[src/rtl/axi_ram_arbiter.sv]
// rtl/axi_ram_arbiter.sv - two-requester round-robin arbiter and single-beat AXI4 sequencer
//
// Purpose:
//   Accepts simple single-word read/write commands from two requesters,
//   grants them round-robin, issues one single-beat AXI4 transaction at a
//   time on the master port and returns a one-cycle completion pulse (plus
//   read data and error flag) to the requester that owned the transaction.
//
// Ports:
//   aclk, aresetn          clock, asynchronous active-low reset
//   reqN_*                 command inputs (valid/wr/addr/wdata), reqN_ready accept pulse
//   rspN_*                 completion pulse, read data (held), read error flag
//   m_axi_aw*/w*/b*        AXI4 write channels (B is accepted and discarded)
//   m_axi_ar*/r*           AXI4 read channels
module axi_ram_arbiter #(
  parameter int DATA_WIDTH = 32,
  parameter int ADDR_WIDTH = 16,
  parameter int ID_WIDTH   = 8
) (
  input  logic                    aclk,
  input  logic                    aresetn,

  input  logic                    req0_valid,
  output logic                    req0_ready,
  input  logic                    req0_wr,
  input  logic [ADDR_WIDTH-1:0]   req0_addr,
  input  logic [DATA_WIDTH-1:0]   req0_wdata,
  output logic                    rsp0_valid,
  output logic [DATA_WIDTH-1:0]   rsp0_rdata,
  output logic                    rsp0_err,

  input  logic                    req1_valid,
  output logic                    req1_ready,
  input  logic                    req1_wr,
  input  logic [ADDR_WIDTH-1:0]   req1_addr,
  input  logic [DATA_WIDTH-1:0]   req1_wdata,
  output logic                    rsp1_valid,
  output logic [DATA_WIDTH-1:0]   rsp1_rdata,
  output logic                    rsp1_err,

  output logic [ID_WIDTH-1:0]     m_axi_awid,
  output logic [ADDR_WIDTH-1:0]   m_axi_awaddr,
  output logic [7:0]              m_axi_awlen,
  output logic [2:0]              m_axi_awsize,
  output logic [1:0]              m_axi_awburst,
  output logic                    m_axi_awlock,
  output logic [3:0]              m_axi_awcache,
  output logic [2:0]              m_axi_awprot,
  output logic                    m_axi_awvalid,
  input  logic                    m_axi_awready,

  output logic [DATA_WIDTH-1:0]   m_axi_wdata,
  output logic [DATA_WIDTH/8-1:0] m_axi_wstrb,
  output logic                    m_axi_wlast,
  output logic                    m_axi_wvalid,
  input  logic                    m_axi_wready,

  input  logic [ID_WIDTH-1:0]     m_axi_bid,
  input  logic [1:0]              m_axi_bresp,
  input  logic                    m_axi_bvalid,
  output logic                    m_axi_bready,

  output logic [ID_WIDTH-1:0]     m_axi_arid,
  output logic [ADDR_WIDTH-1:0]   m_axi_araddr,
  output logic [7:0]              m_axi_arlen,
  output logic [2:0]              m_axi_arsize,
  output logic [1:0]              m_axi_arburst,
  output logic                    m_axi_arlock,
  output logic [3:0]              m_axi_arcache,
  output logic [2:0]              m_axi_arprot,
  output logic                    m_axi_arvalid,
  input  logic                    m_axi_arready,

  input  logic [ID_WIDTH-1:0]     m_axi_rid,
  input  logic [DATA_WIDTH-1:0]   m_axi_rdata,
  input  logic [1:0]              m_axi_rresp,
  input  logic                    m_axi_rlast,
  input  logic                    m_axi_rvalid,
  output logic                    m_axi_rready
);

  localparam logic [2:0] AXSIZE = 3'($clog2(DATA_WIDTH / 8));

  typedef enum logic [2:0] {
    S_IDLE,
    S_WR,
    S_AR,
    S_R,
    S_RSP
  } state_t;

  state_t                  state_q;
  logic                    last_q;
  logic                    gnt_q;
  logic [ID_WIDTH-1:0]     id_q;
  logic [ADDR_WIDTH-1:0]   addr_q;
  logic [DATA_WIDTH-1:0]   wdata_q;
  logic                    awvalid_q;
  logic                    wvalid_q;
  logic                    arvalid_q;
  logic                    rready_q;
  logic [1:0]              rsp_valid_q;
  logic [1:0]              err_q;
  logic [DATA_WIDTH-1:0]   rdata0_q;
  logic [DATA_WIDTH-1:0]   rdata1_q;

  logic                    win_d;
  logic                    any_req;
  logic                    sel_wr;
  logic [ADDR_WIDTH-1:0]   sel_addr;
  logic [DATA_WIDTH-1:0]   sel_wdata;
  logic                    wr_done;

  // B channel and R sideband are not needed: one transaction in flight.
  logic unused_inputs;
  assign unused_inputs = ^{m_axi_bid, m_axi_bresp, m_axi_bvalid, m_axi_rid, m_axi_rlast};

  // Round-robin: with both pending, the one not granted last wins.
  always_comb begin
    win_d = 1'b0;
    if (req0_valid && req1_valid) begin
      win_d = ~last_q;
    end else begin
      win_d = ~req0_valid;
    end
  end

  assign any_req   = req0_valid | req1_valid;
  assign sel_wr    = win_d ? req1_wr    : req0_wr;
  assign sel_addr  = win_d ? req1_addr  : req0_addr;
  assign sel_wdata = win_d ? req1_wdata : req0_wdata;

  // Ready is gated by reset so it is low while aresetn is asserted.
  assign req0_ready = aresetn && (state_q == S_IDLE) && req0_valid && !win_d;
  assign req1_ready = aresetn && (state_q == S_IDLE) && req1_valid &&  win_d;

  // A channel is done once its valid has dropped or handshakes this cycle.
  assign wr_done = (!awvalid_q || m_axi_awready) && (!wvalid_q || m_axi_wready);

  always_ff @(posedge aclk or negedge aresetn) begin
    if (!aresetn) begin
      state_q     <= S_IDLE;
      last_q      <= 1'b1;
      gnt_q       <= 1'b0;
      id_q        <= '0;
      addr_q      <= '0;
      wdata_q     <= '0;
      awvalid_q   <= 1'b0;
      wvalid_q    <= 1'b0;
      arvalid_q   <= 1'b0;
      rready_q    <= 1'b0;
      rsp_valid_q <= 2'b00;
      err_q       <= 2'b00;
      rdata0_q    <= '0;
      rdata1_q    <= '0;
    end else begin
      rsp_valid_q <= 2'b00;
      case (state_q)
        S_IDLE: begin
          if (any_req) begin
            gnt_q   <= win_d;
            last_q  <= win_d;
            id_q    <= ID_WIDTH'(win_d);
            addr_q  <= sel_addr;
            wdata_q <= sel_wdata;
            if (sel_wr) begin
              awvalid_q <= 1'b1;
              wvalid_q  <= 1'b1;
              state_q   <= S_WR;
            end else begin
              arvalid_q <= 1'b1;
              state_q   <= S_AR;
            end
          end
        end
        S_WR: begin
          if (awvalid_q && m_axi_awready) awvalid_q <= 1'b0;
          if (wvalid_q && m_axi_wready)   wvalid_q  <= 1'b0;
          if (wr_done) begin
            rsp_valid_q[gnt_q] <= 1'b1;
            err_q[gnt_q]       <= 1'b0;
            state_q            <= S_RSP;
          end
        end
        S_AR: begin
          if (m_axi_arready) begin
            arvalid_q <= 1'b0;
            rready_q  <= 1'b1;
            state_q   <= S_R;
          end
        end
        S_R: begin
          if (m_axi_rvalid) begin
            rready_q           <= 1'b0;
            rsp_valid_q[gnt_q] <= 1'b1;
            err_q[gnt_q]       <= (m_axi_rresp != 2'b00);
            if (gnt_q) rdata1_q <= m_axi_rdata;
            else       rdata0_q <= m_axi_rdata;
            state_q            <= S_RSP;
          end
        end
        S_RSP: begin
          state_q <= S_IDLE;
        end
        default: begin
          state_q <= S_IDLE;
        end
      endcase
    end
  end

  assign rsp0_valid = rsp_valid_q[0];
  assign rsp1_valid = rsp_valid_q[1];
  assign rsp0_rdata = rdata0_q;
  assign rsp1_rdata = rdata1_q;
  assign rsp0_err   = err_q[0];
  assign rsp1_err   = err_q[1];

  assign m_axi_awid    = id_q;
  assign m_axi_awaddr  = addr_q;
  assign m_axi_awlen   = 8'd0;
  assign m_axi_awsize  = AXSIZE;
  assign m_axi_awburst = 2'b01;
  assign m_axi_awlock  = 1'b0;
  assign m_axi_awcache = 4'd0;
  assign m_axi_awprot  = 3'd0;
  assign m_axi_awvalid = awvalid_q;

  assign m_axi_wdata   = wdata_q;
  assign m_axi_wstrb   = '1;
  assign m_axi_wlast   = 1'b1;
  assign m_axi_wvalid  = wvalid_q;

  assign m_axi_bready  = 1'b1;

  assign m_axi_arid    = id_q;
  assign m_axi_araddr  = addr_q;
  assign m_axi_arlen   = 8'd0;
  assign m_axi_arsize  = AXSIZE;
  assign m_axi_arburst = 2'b01;
  assign m_axi_arlock  = 1'b0;
  assign m_axi_arcache = 4'd0;
  assign m_axi_arprot  = 3'd0;
  assign m_axi_arvalid = arvalid_q;

  assign m_axi_rready  = rready_q;

endmodule

[config.mk]
export PLATFORM = sky130hd
export DESIGN_NAME = axi_ram_arbiter
export DESIGN_NICKNAME = d
export VERILOG_FILES = /design/src/rtl/axi_ram_arbiter.sv
export SDC_FILE = /design/constraint.sdc
export NUM_CORES = 1
export LEC_CHECK = 0
export CORE_AREA = 2 2 140 142
export CTS_BUF_LIST = sky130_fd_sc_hd__clkbuf_16
export DETAILED_ROUTE_END_ITERATION = 8
export DIE_AREA = 0 0 142 144
export PLACE_DENSITY = 0.67
export SLEW_MARGIN = 30
export SYNTH_ARGS = -nofsm -noshare
export SYNTH_HDL_FRONTEND = slang
export SYNTH_SLANG_ARGS = --single-unit
export TNS_END_PERCENT = 10
[constraint.sdc]
create_clock -name aclk -period 2.7 [get_ports aclk]
set_input_delay 0.54 -clock aclk [delete_from_list [all_inputs] [get_ports aclk]]
set_output_delay 0.54 -clock aclk [all_outputs]
set_load 0.01 [all_outputs]
==> flow_summary.yaml <==
run_status:
  status: "finished, final reports clean"
global_routing:
  grt-ovfl-total: 0
  grt_pass1_vias: 4190
  grt_usage: 0.149
  grt_pass1_wl_mm: 23.2
  antenna_found_initial: 0
  grt_start_max_net_pins: 99
sta:
  worst_slew_pin_slew_ns: 0.707
  finClkSkew_ns: 0.00813
  min_period_over_period: 0.932
  rsz0062_at_grt: "false"
  hold_ws_ns: 0.248
  setup_tns_ns: 0
  finalSetupViolCount: 0
  fmax_mhz: 397
  maxSlewHeadroom: 0.529
  timing.final.ws_setup_ns: 0.184
  slew_viol_final: 0
  period_needed_ns: 2.52
  hold_viol_final: 0
worst_setup_path:
  worstPathRequired_ns: 2.16
  startpoint_type: "flop"
  critical_path_class: "reg -> out"
  max_stage_delay_ns: 0.58
  arrival_ns: 1.98
  r2r_start: "state_q[2]"
  path_cells: "nor3_2 > nand2_1 > nor2_1 > clkdlybuf4s50_1"
  cp-end-kind: "output port"
  cpMaxStageDelayCell: "clkdlybuf4s50_1"
  worstPathMaxFanout: 10
  crit_start: "state_q[0]"
clocking:
  hold_buffers: 0
  cts_tree: "done"
  insertion_delay_ns: 0.41
  clk_pin_slew_ns: 0.06
  cts_resized: 0
  clock_path_buffers: 2
  root_buffer: "clkbuf_16"
  postCtsSetupBuffers: 0
  cts.htree.levels: 4
  cts_sinks: 125
  cts_buffers: 17
place:
  pre_cts_slack_ns: 0.184
  portBuffers: 279
  dp.cells: 984
  dpl-instance-area_um2: 8550
  gp_congestion: 0.732
  dp_hpwl_mm: 11.5
detailed_routing:
  wirelength_mm: 15.5
  dr.first_iter.drc_count: 60
  drtAntennaViolNets: 0
  via_count: 4407
  via_per_inst: 4.34
  firstDrtPassIters: 4
  drc: 0
  wire_per_inst_um: 15.3
pwr:
  ir_worst_vdd_mv: 0.482
  p_total_mw: 10.2
  p_leak_nw: 4.02
  p_per_area_nw_per_um2: 1120
floorplanning:
  core.rowCount: 51
  coreArea_um2: 19100
  die-area_um2: 20400
  ioPinCount: 362
  start_util: 0.309
  die_height_um: 144
  die_w_um: 142
finish:
  layout-drive-gt1-share: 0.139
  final_cell_count_no_fill: 1016
  nFillCells: 1751
  final_area_um2: 9170
  final_nets: 925
  antenna_cells: 0
  post-route-util: 0.480
  syn2layout_area_growth_pct: 55.6
synth:
  avgSynthCellArea_um2: 11.7
  synth.yosys.seq_area_share: 0.531
  synth-seq-cells: 125
  ys_warn_count: 0
  synth_top_area_frac: 0.527
  synth_top_cells_by_area: "dfrtp_1, mux2_2, buf_4, mux2i_1, a21oi_1"
  synth_cell_types: 34
  synth_area_leader_cell: "dfrtp_1"
  postSynthCellCount: 502
  syn_area_um2: 5890
min_path:
  min_path_type: "in -> async"
run:
  max_cap_viol_count: 0
where the power goes:
part	switching [mW]	internal, mW	total, mW	leakage (nW)
registers	0.553	2.79	3.34	1.47
logic	1.86	2.66	4.53	2.25
clock network	0.901	1.47	2.37	0.294
critical path, delay by kind of cell, from the launching register on:
family                 cells  cell delay [ns]
buffers and inverters      1             0.58
and+or+nand+nor            3             0.48
DFF                        1             0.51
layout by cell type (no fill, tap or decap), drive strengths merged:
cell type      count
a211oi             1
a21boi             2
a21o               2
a21oi             49
a2bb2oi            1
a31oi              3
a32oi              1
and2               1
and2b              1
buf               10
bufinv             3
clkbuf            17
clkdlybuf4s50    278
clkinv             6
clkinvlp           2
conb              62
dfrtp            124
dfstp              1
inv                9
mux2              65
mux2i             49
nand2             11
nand2b             2
nand3              1
nand4              1
nand4b             1
nor2              58
nor2b              4
nor3               2
o21ai              8
o21bai             1
or2                1
or4                1
kinds of logic after synthesis:
logic type	share of synthesized area
AOI/OAI and AO/OA	0.0623
other	0.00128
and+or+nand+nor	0.0639
DFF	0.531
muxes	0.208
buffers and inverters	0.134
worst paths after layout:
| path | depth (start not counted) | slack [ns] | end |
|---|---|---|---|
| setup / recovery | 4 | 0.18 | req1_ready |
| hold / removal | 2 | 0.25 | m_axi_rready |
| setup reg to reg | 3 | 0.71 | rsp1_rdata[9] |
| hold reg to reg | 1 | 0.49 | rsp1_rdata[30] |
| max in group asynchronous | 2 | 1.94 | m_axi_wdata[29] |
| min in group aclk | 1 | 0.49 | rsp1_rdata[30] |
state kept, by name, summed over array words and instances (netlist names):
signal and flops:
rsp0_rdata 32, err_q 2, gnt_q 1, rsp1_rdata 32, m_axi_wdata 32, m_axi_wvalid 1, m_axi_awvalid 1, rsp_valid_q 2
m_axi_arvalid 1, last_q 1, state_q 3, m_axi_rready 1, m_axi_araddr 16
cells in the mapped netlist:
cell type / instances
a21oi_1: 49
nor2_2: 1
or4_1: 1
nor2_1: 57
nand3_1: 1
nand4_4: 1
a21boi_0: 1
and2_1: 1
a31oi_1: 3
nand4b_1: 1
buf_4: 84
nand2b_1: 2
a2bb2oi_1: 1
a32oi_1: 1
mux2_1: 5
o21ai_0: 8
dfrtp_1: 124
nor3_2: 1
or2_2: 1
nor2b_1: 4
a211oi_1: 1
and2b_1: 1
a21o_1: 2
o21bai_1: 1
buf_2: 14
mux2_2: 60
mux2i_1: 49
dfstp_2: 1
conb_1: 2
nor3_1: 1
inv_1: 5
nand2_1: 11
a21boi_1: 1
buf_6: 6
final cells by class:
type / instances / area [µm²] / share of cell area
Sequential cell: 125 / 3130 / 0.341
Timing Repair Buffer: 288 / 2890 / 0.315
Multi-Input combinational cell: 328 / 2220 / 0.242
Clock buffer: 17 / 425 / 0.0464
Tap cell: 238 / 298 / 0.0325
Clock inverter: 15 / 186 / 0.0203
Inverter: 5 / 18.8 / 0.00205
routing by layer:
layer / track usage / vias to the layer above / wire [µm]
met4: 0.0479 / 0 / 221
met1: 0.185 / 2078 / 6420
met5: 0 / - / 0
met3: 0.0626 / 16 / 1520
met2: 0.234 / 215 / 7380
li1: - / 2098 / -
No activity file was read; power rests on OpenSTA's default activity.
==> RTL edit 1, RTL diff (same flow settings) <==
Make the reset (`aresetn`) synchronous in one clocked block. Comments in the files are not updated.
--- a/src/rtl/axi_ram_arbiter.sv
+++ b/src/rtl/axi_ram_arbiter.sv
@@ -137,7 +137,7 @@
   // A channel is done once its valid has dropped or handshakes this cycle.
   assign wr_done = (!awvalid_q || m_axi_awready) && (!wvalid_q || m_axi_wready);
 
-  always_ff @(posedge aclk or negedge aresetn) begin
+  always_ff @(posedge aclk) begin
     if (!aresetn) begin
       state_q     <= S_IDLE;
       last_q      <= 1'b1;
Function: differs if aresetn is asserted again (counterexample within 4 cycles, from zero or initial values and one cycle with aresetn low); with aresetn held inactive, the same outputs for 4 cycles.
==> RTL edit 1 against the original RTL <==
  * Final area fell by 4.4%
  * Count of clock-buffer cells in the layout did not move
  * Sequential cell count did not move
  * Area after synthesis fell by 5.8%
  * Routed wire length rose by 9.4%
  * Setup slack got worse by 0.012 ns
  * Critical endpoint unchanged
Power is not compared: it rests on default switching activity, and its combinational part moved more than twofold at a synthesized area within 25%.
==> RTL edit 1: results (changes against the original RTL) <==
| Metric | Value |
|---|---|
| Outcome | completed (unchanged) |
| Synth cell types | 31 (was 34) |
| Pre-CTS WS | 0.176 ns (was 0.184 ns) |
| Seq/Total Area, Yosys | 0.451 (was 0.531) |
| Layout fillers | 1,882 (was 1,751) |
| RePlAce Congestion | 0.759 (was 0.732) |
| DR WL/cell | 14.8 microns (was 15.3 microns) |
| Worst slew margin | 0.479 (was 0.529) |
| Antenna violations before repair | 2 (was 0) |
| Area after DPL | 0.00819 sq mm (was 0.00855 sq mm) |
| Reg-to-reg slack, setup | 0.97 ns (was 0.71 ns) |
| Nets@finish | 1,052 (was 925) |
| Grt met3 use | 0.0775 (was 0.0626) |
| Area contributors post-synth | dfxtp_1 (45%), buf_4 (11%), mux2i_1 (8.8%), o21ai_0 (8.6%), nand3_1 (6.5%) (was dfrtp_1 (53%), mux2_2 (11%), buf_4 (11%), mux2i_1 (8.3%), a21oi_1 (4.2%)) |
| Reg2reg end | rsp0_rdata[19] (was rsp1_rdata[9]) |
| WL met2 | 7.95 mm (was 7.38 mm) |
| Initial DRC count | 160 (was 60) |
| Largest net degree at the start of global routing | 188 (was 99) |
| Met1 Use GR | 0.190 (was 0.185) |
| HPWL after DPL | 12.2 mm (was 11.5 mm) |
| CP peak stage delay | 0.53 ns (was 0.58 ns) |
| Most frequent cells after synthesis | dfxtp_1 (125), o21ai_0 (95), buf_4 (80), nand2_1 (75), nand3_1 (72) (was dfrtp_1 (124), buf_4 (84), mux2_2 (60), nor2_1 (57)) |
| Reg2reg start | state_q[0] (was state_q[2]) |
| Routed vias/inst | 4.47 (was 4.34) |
| First-pass GRT wire length | 25.7 mm (was 23.2 mm) |
| All-Layer GR Usage | 0.164 (was 0.149) |
| Vias in the first global route | 4,662 (was 4,190) |
==> RTL edit 1: cell count changes in the layout (fill, tap and decap cells not counted), moves of 3 or more <==
cell / before / now
dfxtp_1: 0 / 125
dfrtp_1: 124 / 0
o21ai_0: 8 / 95
nand3_1: 1 / 72
nand2_1: 10 / 73
mux2_2: 60 / 0
nor2_1: 57 / 3
o21ai_1: 0 / 21
mux2_1: 5 / 0
buf_12: 2 / 5
buf_4: 7 / 4
o211ai_1: 0 / 3
==> RTL edit 1: final cells by class <==
class,count,area (sq um),area share
Antenna cell,2,5.00,0.000571
Timing Repair Buffer,287,2910,0.333
Clock inverter,15,140,0.0160
Multi-Input combinational cell,459,2470,0.282
Sequential cell,125,2500,0.286
Tap cell,238,298,0.0340
Inverter,2,7.51,0.000857
Clock buffer,17,425,0.0486
==> RTL edit 1: cell families (layout without fill, tap and decap cells) <==
group                  after synthesis  after routing  synth area share
other                                2             64           0.00135
muxes                               49             49            0.0884
AOI/OAI and AO/OA                  178            178             0.167
and+or+nand+nor                    170            170             0.145
buffers and inverters              134            321             0.147
DFF                                125            125             0.451
==> RTL edit 1: power by group through the flow <==
stage / combinational (mW) / clock (mW) / sequential (mW)
after CTS: 2.13 / 2.26 / 2.37
after detailed placement: 2.13 / 0 / 2.41
after global routing: 2.31 / 2.32 / 2.42
after global placement: 2.11 / 0 / 2.41
final: 2.11 / 2.18 / 2.37
after floorplan: 1.02 / 0 / 2.52
==> RTL edit 1: critical path, delay by kind of cell <==
| family | cells | cell delay (ns) |
|---|---|---|
| AND/OR/NAND/NOR | 3 | 0.43 |
| buffers and inverters | 2 | 1.01 |
==> RTL edit 2, RTL diff (same settings) <==
Without the edit above. Change the parameter `ID_WIDTH` from 8 to 7.
--- a/src/rtl/axi_ram_arbiter.sv
+++ b/src/rtl/axi_ram_arbiter.sv
@@ -15,7 +15,7 @@
 module axi_ram_arbiter #(
   parameter int DATA_WIDTH = 32,
   parameter int ADDR_WIDTH = 16,
-  parameter int ID_WIDTH   = 8
+  parameter int ID_WIDTH   = 7
 ) (
   input  logic                    aclk,
   input  logic                    aresetn,
Interface: changed (resized m_axi_arid, m_axi_awid, m_axi_bid and m_axi_rid); port bits go from 362 to 358. The function was not compared with the original's and may differ.
==> RTL edit 2 against the original RTL <==
  * Final area is 0.41% higher
  * Sequential share of layout area is 0.14 points lower
  * Largest power group unchanged
  * Non-clock buffer count is 2 higher
  * Setup slack worse by 0.026 ns
  * Power is 1.4% higher
  * Maximum frequency is 1.0% lower
  * First-iteration DRC count is 65% higher
  * Critical path type is now in -> out
  * Sequential cell count stayed put
  * Area after synthesis is 0.25% lower
  * Routed wire length is 2.9% higher
  * Count of clock-buffer cells in the layout stayed put
==> RTL edit 2: results (changes against the original RTL) <==
| Metric | Value |
|---|---|
| Outcome | completed (unchanged) |
| RePlAce Congestion | 0.717 (was 0.732) |
| Most frequent cells after synthesis | dfrtp_1 (124), buf_4 (82), mux2_2 (60), nor2_1 (57) (was dfrtp_1 (124), buf_4 (84), mux2_2 (60), nor2_1 (57)) |
| Number of cells upsized or downsized after cts | 1 (was 0) |
| Antenna violations before repair | 2 (was 0) |
| DR WL/cell | 15.7 microns (was 15.3 microns) |
| Largest net degree at the start of global routing | 83 (was 99) |
| HPWL after DPL | 12.0 mm (was 11.5 mm) |
| Seq/Total Area, Yosys | 0.533 (was 0.531) |
| Critical path fanouts, max | 4 (was 10) |
| DP Cell Count | 984 (unchanged) |
| Final hold slack | 0.253 ns (was 0.248 ns) |
| Vias in the first global route | 4,385 (was 4,190) |
| Worst slew margin | 0.537 (was 0.529) |
| Nets@finish | 923 (was 925) |
| Reg-to-reg slack, setup | 0.68 ns (was 0.71 ns) |
| Final wirelength | 16.0 mm (was 15.5 mm) |
| Synthesized area per cell | 11.7 sq um (about the same) |
| Routed vias/inst | 4.38 (was 4.34) |
| Pre-CTS WS | 0.126 ns (was 0.184 ns) |
| Setup TNS | 0 ns (unchanged) |
| Layout cell share with drive strength beyond 1 | 0.143 (was 0.139) |
| Clock Skews | 0.00736 ns (was 0.00813 ns) |
| Area after DPL | 0.00856 sq mm (was 0.00855 sq mm) |
| Pleak | 4.04 nW (was 4.02 nW) |
| All-Layer GR Usage | 0.155 (was 0.149) |
| First-pass GRT wire length | 24.0 mm (was 23.2 mm) |
| Final worst slack | 0.158 ns (was 0.184 ns) |
| Area contributors post-synth | dfrtp_1 (53%), mux2_2 (12%), buf_4 (10%), mux2i_1 (8.3%), a21oi_1 (4.2%) (was dfrtp_1 (53%), mux2_2 (11%), buf_4 (11%), mux2i_1 (8.3%), a21oi_1 (4.2%)) |
| Synth cell types | 34 (unchanged) |
| Initial DRC count | 99 (was 60) |
| Peak VDD IR | 0.493 mV (was 0.482 mV) |
| WP data arrival | 2.00 ns (was 1.98 ns) |
RTL edit 2: cell types whose count changed after synthesis, sizes merged:
| cell | delta |
|---|---|
| buf | -2 |
RTL edit 2: worst paths after layout:
kind,from,to
max in group asynchronous,aresetn,m_axi_araddr[6]
min,aresetn,rsp1_rdata[8]
min in group aclk,rsp0_rdata[31],rsp0_rdata[31]
max,req1_valid,req1_ready
min reg2reg,rsp0_rdata[31],rsp0_rdata[31]
max reg2reg,state_q[2],rsp1_rdata[30]
RTL edit 2: cells by family after synthesis:
family	synth area share
and+or+nand+nor	0.0641
other	0.00128
muxes	0.208
buffers and inverters	0.131
AOI/OAI and AO/OA	0.0624
DFF	0.533
RTL edit 2: routing by layer:
| metal | vias up | track usage | part of all wire |
|---|---|---|---|
| met5 | - | 0 | 0.00081 |
| met4 | 2 | 0.0553 | 0.010 |
| met3 | 14 | 0.0609 | 0.099 |
| met2 | 226 | 0.250 | 0.48 |
| met1 | 2114 | 0.189 | 0.41 |
| li1 | 2099 | - | - |
RTL edit 2: worst max-delay path, cell delays in order:
cell and delay [ns]:
clkdlybuf4s50_1 0.49, nand2b_1 0.11, nand2_4 0.10, nand2_1 0.06, nor2_1 0.09, clkdlybuf4s50_1 0.62
RTL edit 2: power breakdown:
part / switching [mW] / internal, mW / leakage (nW)
logic: 1.91 / 2.69 / 2.26
clock network: 0.894 / 1.56 / 0.310
registers: 0.539 / 2.79 / 1.47
RTL edit 2: layout make-up:
class	count	area, sq um
fill	1763	9880
timing repair buffer	290	2900
inverter	5	18.8
multi-input combinational	326	2220
tap	238	298
sequential	125	3130
clock buffer	17	425
clock inverter	15	210
